$ cat config.mk
export PLATFORM = sky130hd
export DESIGN_NAME = sprite_palette_ctrl
export DESIGN_NICKNAME = d
export VERILOG_FILES = /design/src/rtl/sprite_palette_ctrl.sv
export SDC_FILE = /design/constraint.sdc
export NUM_CORES = 1
export LEC_CHECK = 0
export ABC_AREA = 1
export CAP_MARGIN = 5
export CORE_AREA = 2 2 317 319
export DETAILED_ROUTE_END_ITERATION = 12
export DIE_AREA = 0 0 319 321
export PLACE_DENSITY = 0.51
export SKIP_CTS_REPAIR_TIMING = 1
export SLEW_MARGIN = 10
export SYNTH_ARGS = -nofsm -noshare
export SYNTH_HDL_FRONTEND = slang
export SYNTH_SLANG_ARGS = --single-unit
$ cat constraint.sdc
create_clock -name Clk -period 6.35 [get_ports Clk]
set_input_delay 0.9525 -clock Clk [delete_from_list [all_inputs] [get_ports Clk]]
set_output_delay 0.9525 -clock Clk [all_outputs]
set_load 0.05 [all_outputs]
$ cat src/rtl/sprite_palette_ctrl.sv
// rtl/sprite_palette_ctrl.sv - banked sprite palette lookup with frame-paced fade
//
// Purpose: NUM_BANKS register-file palettes of 2^IDX_W {R,G,B} entries.
// Lookups run through a two-register pipeline. A global fade level scales
// every output channel. The fade level steps once every FADE_DIV frame ticks
// toward 0 (fade-out) or full scale (fade-in).
//
// Ports:
//   Clk, Reset_n              clock, synchronous active-low reset
//   wr_en/wr_bank/wr_addr/wr_data   palette entry write, data is {R,G,B}
//   in_valid/index/bank       lookup request
//   frame_tick                one pulse per frame, paces the fade
//   fade_start/fade_dir       fade command, dir 0=out, 1=in
//   out_valid/red/green/blue/transparent   lookup result, two cycles later
//   fade_busy/fade_done       fade in progress / one-cycle completion pulse
module sprite_palette_ctrl #(
  parameter int IDX_W      = 4,
  parameter int CH_W       = 4,
  parameter int NUM_BANKS  = 4,
  parameter int TRANSP_IDX = 0,
  parameter int FADE_DIV   = 2,
  localparam int BANK_W    = (NUM_BANKS > 1) ? $clog2(NUM_BANKS) : 1
) (
  input  logic              Clk,
  input  logic              Reset_n,
  input  logic              wr_en,
  input  logic [BANK_W-1:0] wr_bank,
  input  logic [IDX_W-1:0]  wr_addr,
  input  logic [3*CH_W-1:0] wr_data,
  input  logic              in_valid,
  input  logic [IDX_W-1:0]  index,
  input  logic [BANK_W-1:0] bank,
  input  logic              frame_tick,
  input  logic              fade_start,
  input  logic              fade_dir,
  output logic              out_valid,
  output logic [CH_W-1:0]   red,
  output logic [CH_W-1:0]   green,
  output logic [CH_W-1:0]   blue,
  output logic              transparent,
  output logic              fade_busy,
  output logic              fade_done
);

  localparam int DEPTH   = 1 << IDX_W;
  localparam int ENTRIES = NUM_BANKS * DEPTH;
  localparam int ADDR_W  = BANK_W + IDX_W;
  localparam int CNT_W   = (FADE_DIV > 1) ? $clog2(FADE_DIV) : 1;

  localparam logic [CH_W:0]       L_FULL    = {1'b1, {CH_W{1'b0}}};
  localparam logic [BANK_W-1:0]   BANK_MASK = BANK_W'(NUM_BANKS - 1);
  localparam logic [IDX_W-1:0]    TRANSP    = IDX_W'(TRANSP_IDX);
  localparam logic [CNT_W-1:0]    CNT_LAST  = CNT_W'(FADE_DIV - 1);

  typedef enum logic {S_IDLE, S_FADING} state_t;

  // Palette storage, flattened as {bank, index}. Bank is masked so a
  // single-bank build always addresses bank 0.
  logic [3*CH_W-1:0] mem [ENTRIES];
  logic [ADDR_W-1:0] rd_addr;
  logic [ADDR_W-1:0] wr_addr_full;

  assign rd_addr      = {bank & BANK_MASK, index};
  assign wr_addr_full = {wr_bank & BANK_MASK, wr_addr};

  always_ff @(posedge Clk) begin
    if (!Reset_n) begin
      for (int i = 0; i < ENTRIES; i++) mem[i] <= '0;
    end else if (wr_en) begin
      mem[wr_addr_full] <= wr_data;
    end
  end

  // Stage 1: reading mem here sees the pre-write value, giving
  // read-before-write on a same-cycle collision.
  logic              s1_valid;
  logic [3*CH_W-1:0] s1_entry;
  logic              s1_transp;

  always_ff @(posedge Clk) begin
    if (!Reset_n) begin
      s1_valid  <= 1'b0;
      s1_entry  <= '0;
      s1_transp <= 1'b0;
    end else begin
      s1_valid  <= in_valid;
      s1_entry  <= mem[rd_addr];
      s1_transp <= (index == TRANSP);
    end
  end

  // (c * L) >> CH_W; with L <= 2^CH_W the result always fits in CH_W bits.
  function automatic logic [CH_W-1:0] scale(input logic [CH_W-1:0] c,
                                            input logic [CH_W:0]   l);
    logic [2*CH_W:0] p;
    p = {{(CH_W+1){1'b0}}, c} * {{CH_W{1'b0}}, l};
    return CH_W'(p >> CH_W);
  endfunction

  logic [CH_W:0] level;

  // Stage 2: the fade level is taken as it stands at this edge.
  always_ff @(posedge Clk) begin
    if (!Reset_n) begin
      out_valid   <= 1'b0;
      red         <= '0;
      green       <= '0;
      blue        <= '0;
      transparent <= 1'b0;
    end else begin
      out_valid   <= s1_valid;
      red         <= s1_valid ? scale(s1_entry[3*CH_W-1:2*CH_W], level) : '0;
      green       <= s1_valid ? scale(s1_entry[2*CH_W-1:CH_W], level)   : '0;
      blue        <= s1_valid ? scale(s1_entry[CH_W-1:0], level)        : '0;
      transparent <= s1_valid & s1_transp;
    end
  end

  // Fade FSM
  state_t            state, state_n;
  logic [CH_W:0]     level_n;
  logic [CNT_W-1:0]  step_cnt, step_cnt_n;
  logic              dir, dir_n;
  logic              done_n;
  logic [CH_W:0]     start_target;
  logic [CH_W:0]     cur_target;

  always_ff @(posedge Clk) begin
    if (!Reset_n) begin
      state     <= S_IDLE;
      level     <= L_FULL;
      step_cnt  <= '0;
      dir       <= 1'b0;
      fade_done <= 1'b0;
    end else begin
      state     <= state_n;
      level     <= level_n;
      step_cnt  <= step_cnt_n;
      dir       <= dir_n;
      fade_done <= done_n;
    end
  end

  always_comb begin
    state_n      = state;
    level_n      = level;
    step_cnt_n   = step_cnt;
    dir_n        = dir;
    done_n       = 1'b0;
    start_target = fade_dir ? L_FULL : '0;
    cur_target   = dir ? L_FULL : '0;

    // A command takes priority over a coincident tick, which is dropped.
    if (fade_start) begin
      dir_n      = fade_dir;
      step_cnt_n = '0;
      if (level == start_target) begin
        state_n = S_IDLE;
        done_n  = 1'b1;
      end else begin
        state_n = S_FADING;
      end
    end else if (state == S_FADING && frame_tick) begin
      if (step_cnt == CNT_LAST) begin
        step_cnt_n = '0;
        level_n    = dir ? level + (CH_W+1)'(1) : level - (CH_W+1)'(1);
        if (level_n == cur_target) begin
          state_n = S_IDLE;
          done_n  = 1'b1;
        end
      end else begin
        step_cnt_n = step_cnt + CNT_W'(1);
      end
    end
  end

  assign fade_busy = (state == S_FADING);

endmodule

==> impl_metrics.tcl, run 1 <==
set metrics [dict create \
    outcome "completed" \
    multi_input_area_mm2 0.0123 \
    regArea_mm2 0.0238 \
    die_w_um 319 \
    antenna_found_initial 0 \
    syn-instance-count 4239 \
    root_buffer "clkbuf_16" \
    clkTransAtPathRegs_ps 60 \
    dr.pass1.iters 5 \
    final.period_utilization_pct 62.0 \
    met3_length_um 6910 \
    dpl-instance-area_mm2 0.0395 \
    final-setup-viol-count 0 \
    drc_errors 0 \
    rows 116 \
    synthArstFlopShare_pct 0 \
    leakage_nw 17.4 \
    layout_commonest_cell "nand2_1" \
    vdd_ir_drop_max_v 0.000211 \
    endpoint_kind "flop" \
    synth_edf_count 768 \
    grt_max_degree 152 \
    fill_cells 9747 \
    start_kind "input pin" \
    drt_iter0_markers 3106 \
    cap_violations 0 \
    hold_viol 0 \
    ys_seq_area_share_pct 62.2 \
    wl_met2_um 57900 \
    slew_headroom_pct 24.5 \
    setup_tns_ps 0 \
    crit_top_cell "nand2_1" \
    io_pins 47 \
    holdWs_ps 422 \
    worst_pin_slew_ps 1130 \
    hpwlAfterDp_um 72400 \
    hold_path.class "flop to flop" \
    ys_warn_count 0 \
    insertion_delay_ps 680 \
    cts_buffers 89 \
    rsz0062_at_grt "false" \
    finalClockSkew_ps 26.8 \
    design_area_mm2 0.0423 \
    grt_pass1_vias 27167 \
    num_vias 28321 \
    cts_tree "built" \
    port_buffers 46 \
    cp.arrival_ps 4240 \
    clock_sinks 805 \
    highest_layer "met4" \
    slew_violations 0 \
    diodes 0 \
    postRouteAntennaNets 0 \
    wirelength_um 122000 \
    synth-seq-cells 805 \
    met1_length_um 52700 \
    grt_pass1_wl_um 178000 \
    syn_to_final_growth_pct 10.6 \
    path_cells "buf_4 -> nand2_1 -> nor2_2 -> nand2_1 -> nand2_1" \
    synth_area_per_cell_um2 9.02 \
    final_layout_size_suffix_gt1_share_pct 4.89 \
    crit_path_top_delay_cell "nor2_2" \
    grt_use_total_pct 23.5 \
    dieArea_mm2 0.102 \
    power.density_mw_per_mm2 291 \
    yosys.cell_types.count 31 \
    cts_buffer_depth 3 \
    netlist_area_mm2 0.0382 \
    final_cell_mix "1268 x nand2_1, 1052 x nor2_1, 768 x edfxtp_1, 308 x nand3_1, 223 x inv_1" \
    die_h_um 321 \
    initial_core_util_pct 38.5 \
    h-tree-depth 3 \
    slowest_delay_ps 1020 \
    crit_fanout 32 \
    critPathKind "input pin to flop" \
    fin_nets 4197 \
    grt_overflow 0 \
    core_region_area_mm2 0.0993 \
    viasPerCell 5.15 \
    place.gp.congestion 0.866 \
    min_period_ps 3940 \
    routedWlPerCell_um 22.1 \
    ys.flop_type "edfxtp_1" \
    crit_required_ps 6650 \
    max_freq_mhz 254 \
    synth_fp_nets 4317 \
]
## metal layers
metal | vias to the layer above | GRT usage (%)
li1 | 13425 | -
met1 | 13819 | 31.6
met2 | 882 | 39.2
met3 | 195 | 2.92
met4 | 0 | 8.51
met5 | - | 0
## final cells by class
type                            instances  share of cell area (%)
Clock buffer                          121                    5.67
Timing Repair Buffer                   92                    2.01
Clock inverter                         47                   0.985
Tap cell                             1298                    3.84
Inverter                              240                    2.20
Sequential cell                       805                    56.3
Multi-Input combinational cell       2891                    29.0
## worst max-delay path, delay by kind of cell
family                 cells  cell delay, ps
AND/OR/NAND/NOR            4            2750
buffers and inverters      1             470
## power breakdown
group          switching (mW)  internal (mW)
sequential             0.0936           6.08
combinational           0.809          0.232
clock                    2.21           2.87
## Yosys cell counts, types with 12 or more instances
library cell / number / area (um^2)
fa_1: 16 / 320
inv_2: 14 / 52.6
edfxtp_1: 768 / 23100
nor2_1: 1055 / 3960
inv_1: 224 / 841
nand3_1: 308 / 1540
ha_1: 31 / 388
clkbuf_1: 178 / 668
nand2_1: 1268 / 4760
a21oi_1: 64 / 320
dfxtp_1: 37 / 741
o211ai_1: 12 / 90.1
buf_1: 40 / 150
buf_2: 76 / 380
o21ai_0: 87 / 435
## per-stage QoR
step | power [mW] | cells | util (%) | setup slack, ps
global placement | 7.32 | 5326 | 39.8 | 1830
CTS | 12.3 | 5494 | 42.6 | 2500
detailed placement | 7.32 | 5326 | 39.8 | 1780
finish | 12.3 | 5494 | 42.6 | 2410
global route | 12.7 | 5494 | 42.6 | 2400
floorplan | 6.86 | 4239 | - | 3450
## state kept, by name, indices dropped and copies added (netlist names)
signal and count:
blue 4, dir 1, fade_busy 1, fade_done 1
green 4, level 5, mem 768, out_valid 1
red 4, s1_entry 12, s1_transp 1, s1_valid 1
step_cnt 1, transparent 1
## kinds of logic (layout without fill, tap and decap cells)
logic type | count (synthesis) | count (layout) | synth area share, %
buffers and inverters | 543 | 500 | 5.74
adder cells (fa/ha/maj) | 47 | 47 | 1.85
AND/OR/NAND/NOR | 2662 | 2662 | 27.5
flip-flops | 805 | 805 | 62.2
XOR/XNOR | 14 | 14 | 0.321
AO/OA/AOI/OAI | 168 | 168 | 2.31
## worst paths after layout
| check | from | to | slack (ps) | cells past startpoint |
|---|---|---|---|---|
| max | Reset_n | mem[58][8] | 2410 | 5 |
| min | s1_transp | transparent | 420 | 2 |
| min reg2reg | s1_transp | transparent | 420 | 2 |
| max reg2reg | level[0] | blue[2] | 3180 | 14 |
Note: power is estimated with default switching activity, not from simulation.
==> inputs of run 2 (changes only) <==
- clock period: 6.35 -> 4 ns (I/O delays scaled with it)
==> run 2 against run 1 <==
Net effect: via count is 0.28% higher; cell count rose by 1.3%; setup slack got worse by 1500 ps; clock skew about the same; combinational power increased by 61%; wire length decreased by 3.5%; first-iteration DRC count down 16%; flip-flop and latch count did not move.
==> impl_metrics.tcl, run 2 (synthesis results as in run 1) <==
set metrics [dict create \
    crit_fanout 15 \
    pre_cts_ws_ps 656 \
    hpwlAfterDp_um 71700 \
    clock_sinks 805 \
    min_period_ps 3090 \
    crit_required_ps 4540 \
    syn_to_final_growth_pct 12.2 \
    place_inst 5405 \
    rows 116 \
    vdd_ir_drop_max_v 0.000295 \
    finalClockSkew_ps 26.6 \
    antenna_found_initial 2 \
    drt_iter0_markers 2613 \
    multi_input_area_mm2 0.0122 \
    hold_viol 0 \
    final.period_utilization_pct 77.3 \
    fill_cells 9798 \
    viasPerCell 5.10 \
    layout_commonest_cell "nand2_1" \
    routedWlPerCell_um 21.1 \
    regArea_mm2 0.0238 \
    fin_nets 4275 \
    cts_buffer_depth 3 \
    place.gp.congestion 0.832 \
    cap_violations 0 \
    grt_pass1_vias 27202 \
    postRouteAntennaNets 0 \
    critPathKind "flop to flop" \
    final-setup-viol-count 0 \
    worst_pin_slew_ps 944 \
    final_cell_mix "1268 x nand2_1, 1054 x nor2_1, 768 x edfxtp_1, 308 x nand3_1, 223 x inv_1" \
    cp.arrival_ps 3630 \
    reg_top3 "mem (768), s1_entry (12), level (5)" \
    fin_cells 5568 \
    endpoint_kind "flop" \
    start_kind "flop" \
    initial_core_util_pct 38.5 \
    max_freq_mhz 323 \
    top_register "mem" \
    die_w_um 319 \
    power.density_mw_per_mm2 448 \
    grt_pass1_wl_um 175000 \
    setup_tns_ps 0 \
    grt_overflow 0 \
    slew_headroom_pct 37.1 \
    wirelength_um 117000 \
    root_buffer "clkbuf_16" \
    insertion_delay_ps 680 \
    cts_buffers 88 \
    h-tree-depth 3 \
    drc_errors 0 \
    slew_violations 0 \
    num_vias 28399 \
    die_h_um 321 \
    final_layout_size_suffix_gt1_share_pct 6.44 \
    hold_path.class "input pin to flop" \
    clkTransAtPathRegs_ps 60 \
    outcome "completed" \
    rsz0062_at_grt "false" \
    core_region_area_mm2 0.0993 \
    grt_use_total_pct 22.9 \
    port_buffers 46 \
    fin_ws_ps 909 \
    cts_tree "built" \
    diodes 0 \
    io_pins 47 \
    dr.pass1.iters 7 \
    dieArea_mm2 0.102 \
    leakage_nw 17.8 \
    grt_max_degree 111 \
    largest_reg_flops 768 \
]
[run 2: final timing paths]
| path | start | end | slack [ps] | cells past startpoint |
|---|---|---|---|---|
| worst max-delay path | level[2] | red[2] | 910 | 14 |
| worst min-delay path | Reset_n | s1_valid | 340 | 3 |
| worst max register to register | level[2] | red[2] | 910 | 14 |
| worst min register to register | s1_transp | transparent | 440 | 2 |
[run 2: layout make-up]
type | instances | area share, %
flip-flops and latches | 805 | 55.5
well taps | 1298 | 3.78
clock buffers | 115 | 5.49
multi-input cells | 2891 | 28.5
repair buffers | 171 | 3.74
clock inverters | 48 | 0.811
inverters | 240 | 2.16
[run 2: critical path: stages, from the launching register on]
cell	delay, ps
dfxtp_1	700
nand2_1	160
fa_1	580
inv_1	50
fa_1	430
ha_1	300
nand4_1	90
o21bai_1	230
nand2_1	70
nand2_1	100
nand2_1	60
nand2_1	70
nand2_1	50
nand2_1	50
nor2_1	40
[run 2: metrics by stage]
step / hold WS [ps] / power [mW] / utilization (%) / instance area [um^2]
after global routing: 350 / 19.9 / 43.2 / 42900
after detailed placement: 435 / 11.6 / 40.5 / 40200
after global placement: 431 / 11.6 / 40.5 / 40200
after floorplan: 394 / 10.9 / - / 38200
final: 339 / 19.2 / 43.2 / 42900
after CTS: 312 / 19.4 / 43.2 / 42900
[run 2: layer usage]
| layer | vias up | track usage (%) | wire [um] |
|---|---|---|---|
| met5 | - | 0 | 0 |
| met2 | 867 | 38.0 | 56100 |
| met1 | 13804 | 31.6 | 51500 |
| met3 | 159 | 2.44 | 6600 |
| li1 | 13569 | - | - |
| met4 | 0 | 6.94 | 3090 |
[run 2: report_power, final]
part	total [mW]	leakage, nW	switching, mW	internal, mW
logic	1.67	8.86	1.27	0.400
clock network	7.79	1.33	3.44	4.35
registers	9.78	7.60	0.131	9.64
total	19.2	17.8	4.84	14.4
==> inputs of run 3 (changes only) <==
- clock period: 4 -> 3.1 ns (I/O delays scaled with it)
==> run 3 against run 2 <==
Net effect: combinational power is 35% higher; power increased by 33%; utilization grew 1.1 points; flip-flop and latch count unchanged; via count up 0.43%; critical path type unchanged; highest routed layer is now met5.
==> impl_metrics.tcl, run 3 (synthesis results as in run 1) <==
set metrics [dict create \
    power.density_mw_per_mm2 581 \
    io_pins 47 \
    num_vias 28521 \
    hpwlAfterDp_um 71800 \
    fill_cells 9700 \
    diodes 0 \
    viasPerCell 5.04 \
    cts_buffers 88 \
    reg_top3 "mem (768), s1_entry (12), level (5)" \
    cap_violations 0 \
    endpoint_kind "flop" \
    insertion_delay_ps 660 \
    vdd_ir_drop_max_v 0.000404 \
    crit_path_top_delay_cell "dfxtp_1" \
    outcome "completed" \
    swShare_pct 24.4 \
    final_cell_mix "1268 x nand2_1, 1054 x nor2_1, 768 x edfxtp_1, 308 x nand3_1, 223 x inv_1" \
    holdWs_ps 339 \
    port_buffers 46 \
    layout_commonest_cell "nand2_1" \
    top_register "mem" \
    timing.rr.end "green[2]" \
    final_util_pct 44.3 \
    dieArea_mm2 0.102 \
    postRouteAntennaNets 0 \
    worst_pin_slew_ps 937 \
    antenna_found_initial 3 \
    cp_num_buf_inv 1 \
    largest_reg_flops 768 \
    core_region_area_mm2 0.0993 \
    hold_end "s1_valid" \
    clkTransAtPathRegs_ps 60 \
    start_kind "flop" \
    leakage_nw 18.4 \
    syn_to_final_growth_pct 15.1 \
    path_cells "nand2_1 -> fa_1 -> inv_1 -> fa_1 -> ha_1 -> nand4_1 -> o21bai_1 -> nand2_1 -> nand2_1 -> nand2_1 -> nand2_1 -> nand2_1 -> nand2_1 -> nor2_1" \
    fin_total_pwr_mw 25.6 \
    dr.pass1.iters 5 \
    root_buffer "clkbuf_16" \
    slew_headroom_pct 37.6 \
    grt_overflow 0 \
    timing.rr.start "level[1]" \
    slew_violations 0 \
    fin_nets 4367 \
    fin_ws_ps 253 \
    final.period_utilization_pct 91.9 \
    multi_input_area_mm2 0.0122 \
    crit_top_cell "nand2_1" \
    max_freq_mhz 351 \
    crit_fanout 9 \
    place.gp.congestion 0.860 \
    final_layout_size_suffix_gt1_share_pct 8.58 \
    clockPowerShare_pct 41.8 \
    pre_cts_ws_ps 168 \
    final-setup-viol-count 0 \
    drc_errors 0 \
    critical_path.top_delay_family "adder cells" \
    drt_iter0_markers 2632 \
    dpl-instance-area_mm2 0.0411 \
    hp-start "in_valid" \
    cp.arrival_ps 3410 \
    p_seq_share_pct 49.3 \
    die_w_um 319 \
    slowest_delay_ps 530 \
    cts_buffer_depth 3 \
    rows 116 \
    crit_required_ps 3660 \
    critPathKind "flop to flop" \
    grt_max_degree 79 \
    wirelength_um 117000 \
    rsz0062_at_grt "false" \
    clock_sinks 805 \
    p_sw_mw 6.23 \
    finalClockSkew_ps 30.2 \
    design_area_mm2 0.0440 \
    routedWlPerCell_um 20.7 \
    h-tree-depth 3 \
    regToRegSetupSlack_ps 250 \
    grt_pass1_wl_um 176000 \
    cell_internal_pwr_mw 19.3 \
    setup_tns_ps 0 \
    regArea_mm2 0.0238 \
    whs_path_depth 3 \
    reg2reg_depth 14 \
    grt_use_total_pct 22.9 \
    cts_tree "built" \
    die_h_um 321 \
    fin_cells 5655 \
    hold_path.class "input pin to flop" \
    min_period_ps 2850 \
    hold_viol 0 \
    grt_pass1_vias 27652 \
    comb_power_share_pct 8.8 \
    place_inst 5497 \
    initial_core_util_pct 38.5 \
]
run 3: cell types whose count changed in the layout (fill, tap and decap cells not counted), sizes merged:
| cell | previous run | this run |
|---|---|---|
| buf | 130 | 222 |
| clkinv | 56 | 48 |
| bufinv | 3 | 10 |
| clkbuf | 115 | 112 |
| inv | 229 | 227 |
| clkinvlp | 0 | 1 |
run 3: layout make-up:
class	count	area share [%]
flip-flops and latches	805	54.1
multi-input cells	2891	27.8
repair buffers	263	5.73
clock buffers	112	5.45
well taps	1298	3.69
inverters	240	2.11
clock inverters	46	1.09
run 3: worst min-delay path, cell delays in order:
cell             delay [ps]
clkdlybuf4s50_1         400
nand2_1                  60
inv_1                    30
run 3: how the worst max path moves through the flow:
stage          slack, ps  cells after the start         end       start
2_1_floorplan        200                     16     blue[2]    level[0]
3_3_place_gp         180                      6  mem[39][2]  wr_addr[1]
3_5_place_dp         170                      6  mem[23][2]  wr_addr[1]
4_1_cts              170                     14     blue[2]    level[2]
5_1_grt               20                     14     blue[3]    level[1]
6_report             250                     14    green[2]    level[1]
run 3: routing by layer:
metal | part of all wire [%] | vias up | wire length, um | track usage (%)
met2 | 47 | 778 | 55500 | 37.7
met5 | 0.020 | - | 23 | 0
met1 | 44 | 13809 | 51600 | 31.5
met4 | 3.1 | 4 | 3590 | 7.65
li1 | - | 13742 | - | -
met3 | 5.6 | 188 | 6610 | 2.93
run 3: power groups by stage:
stage / combinational, mW / sequential [mW] / clock, mW
after floorplan: 1.26 / 12.8 / 0
after global placement: 2.26 / 12.8 / 0
after detailed placement: 2.26 / 12.8 / 0
after CTS: 2.26 / 12.6 / 10.8
after global routing: 2.46 / 12.7 / 11.3
final: 2.25 / 12.6 / 10.7
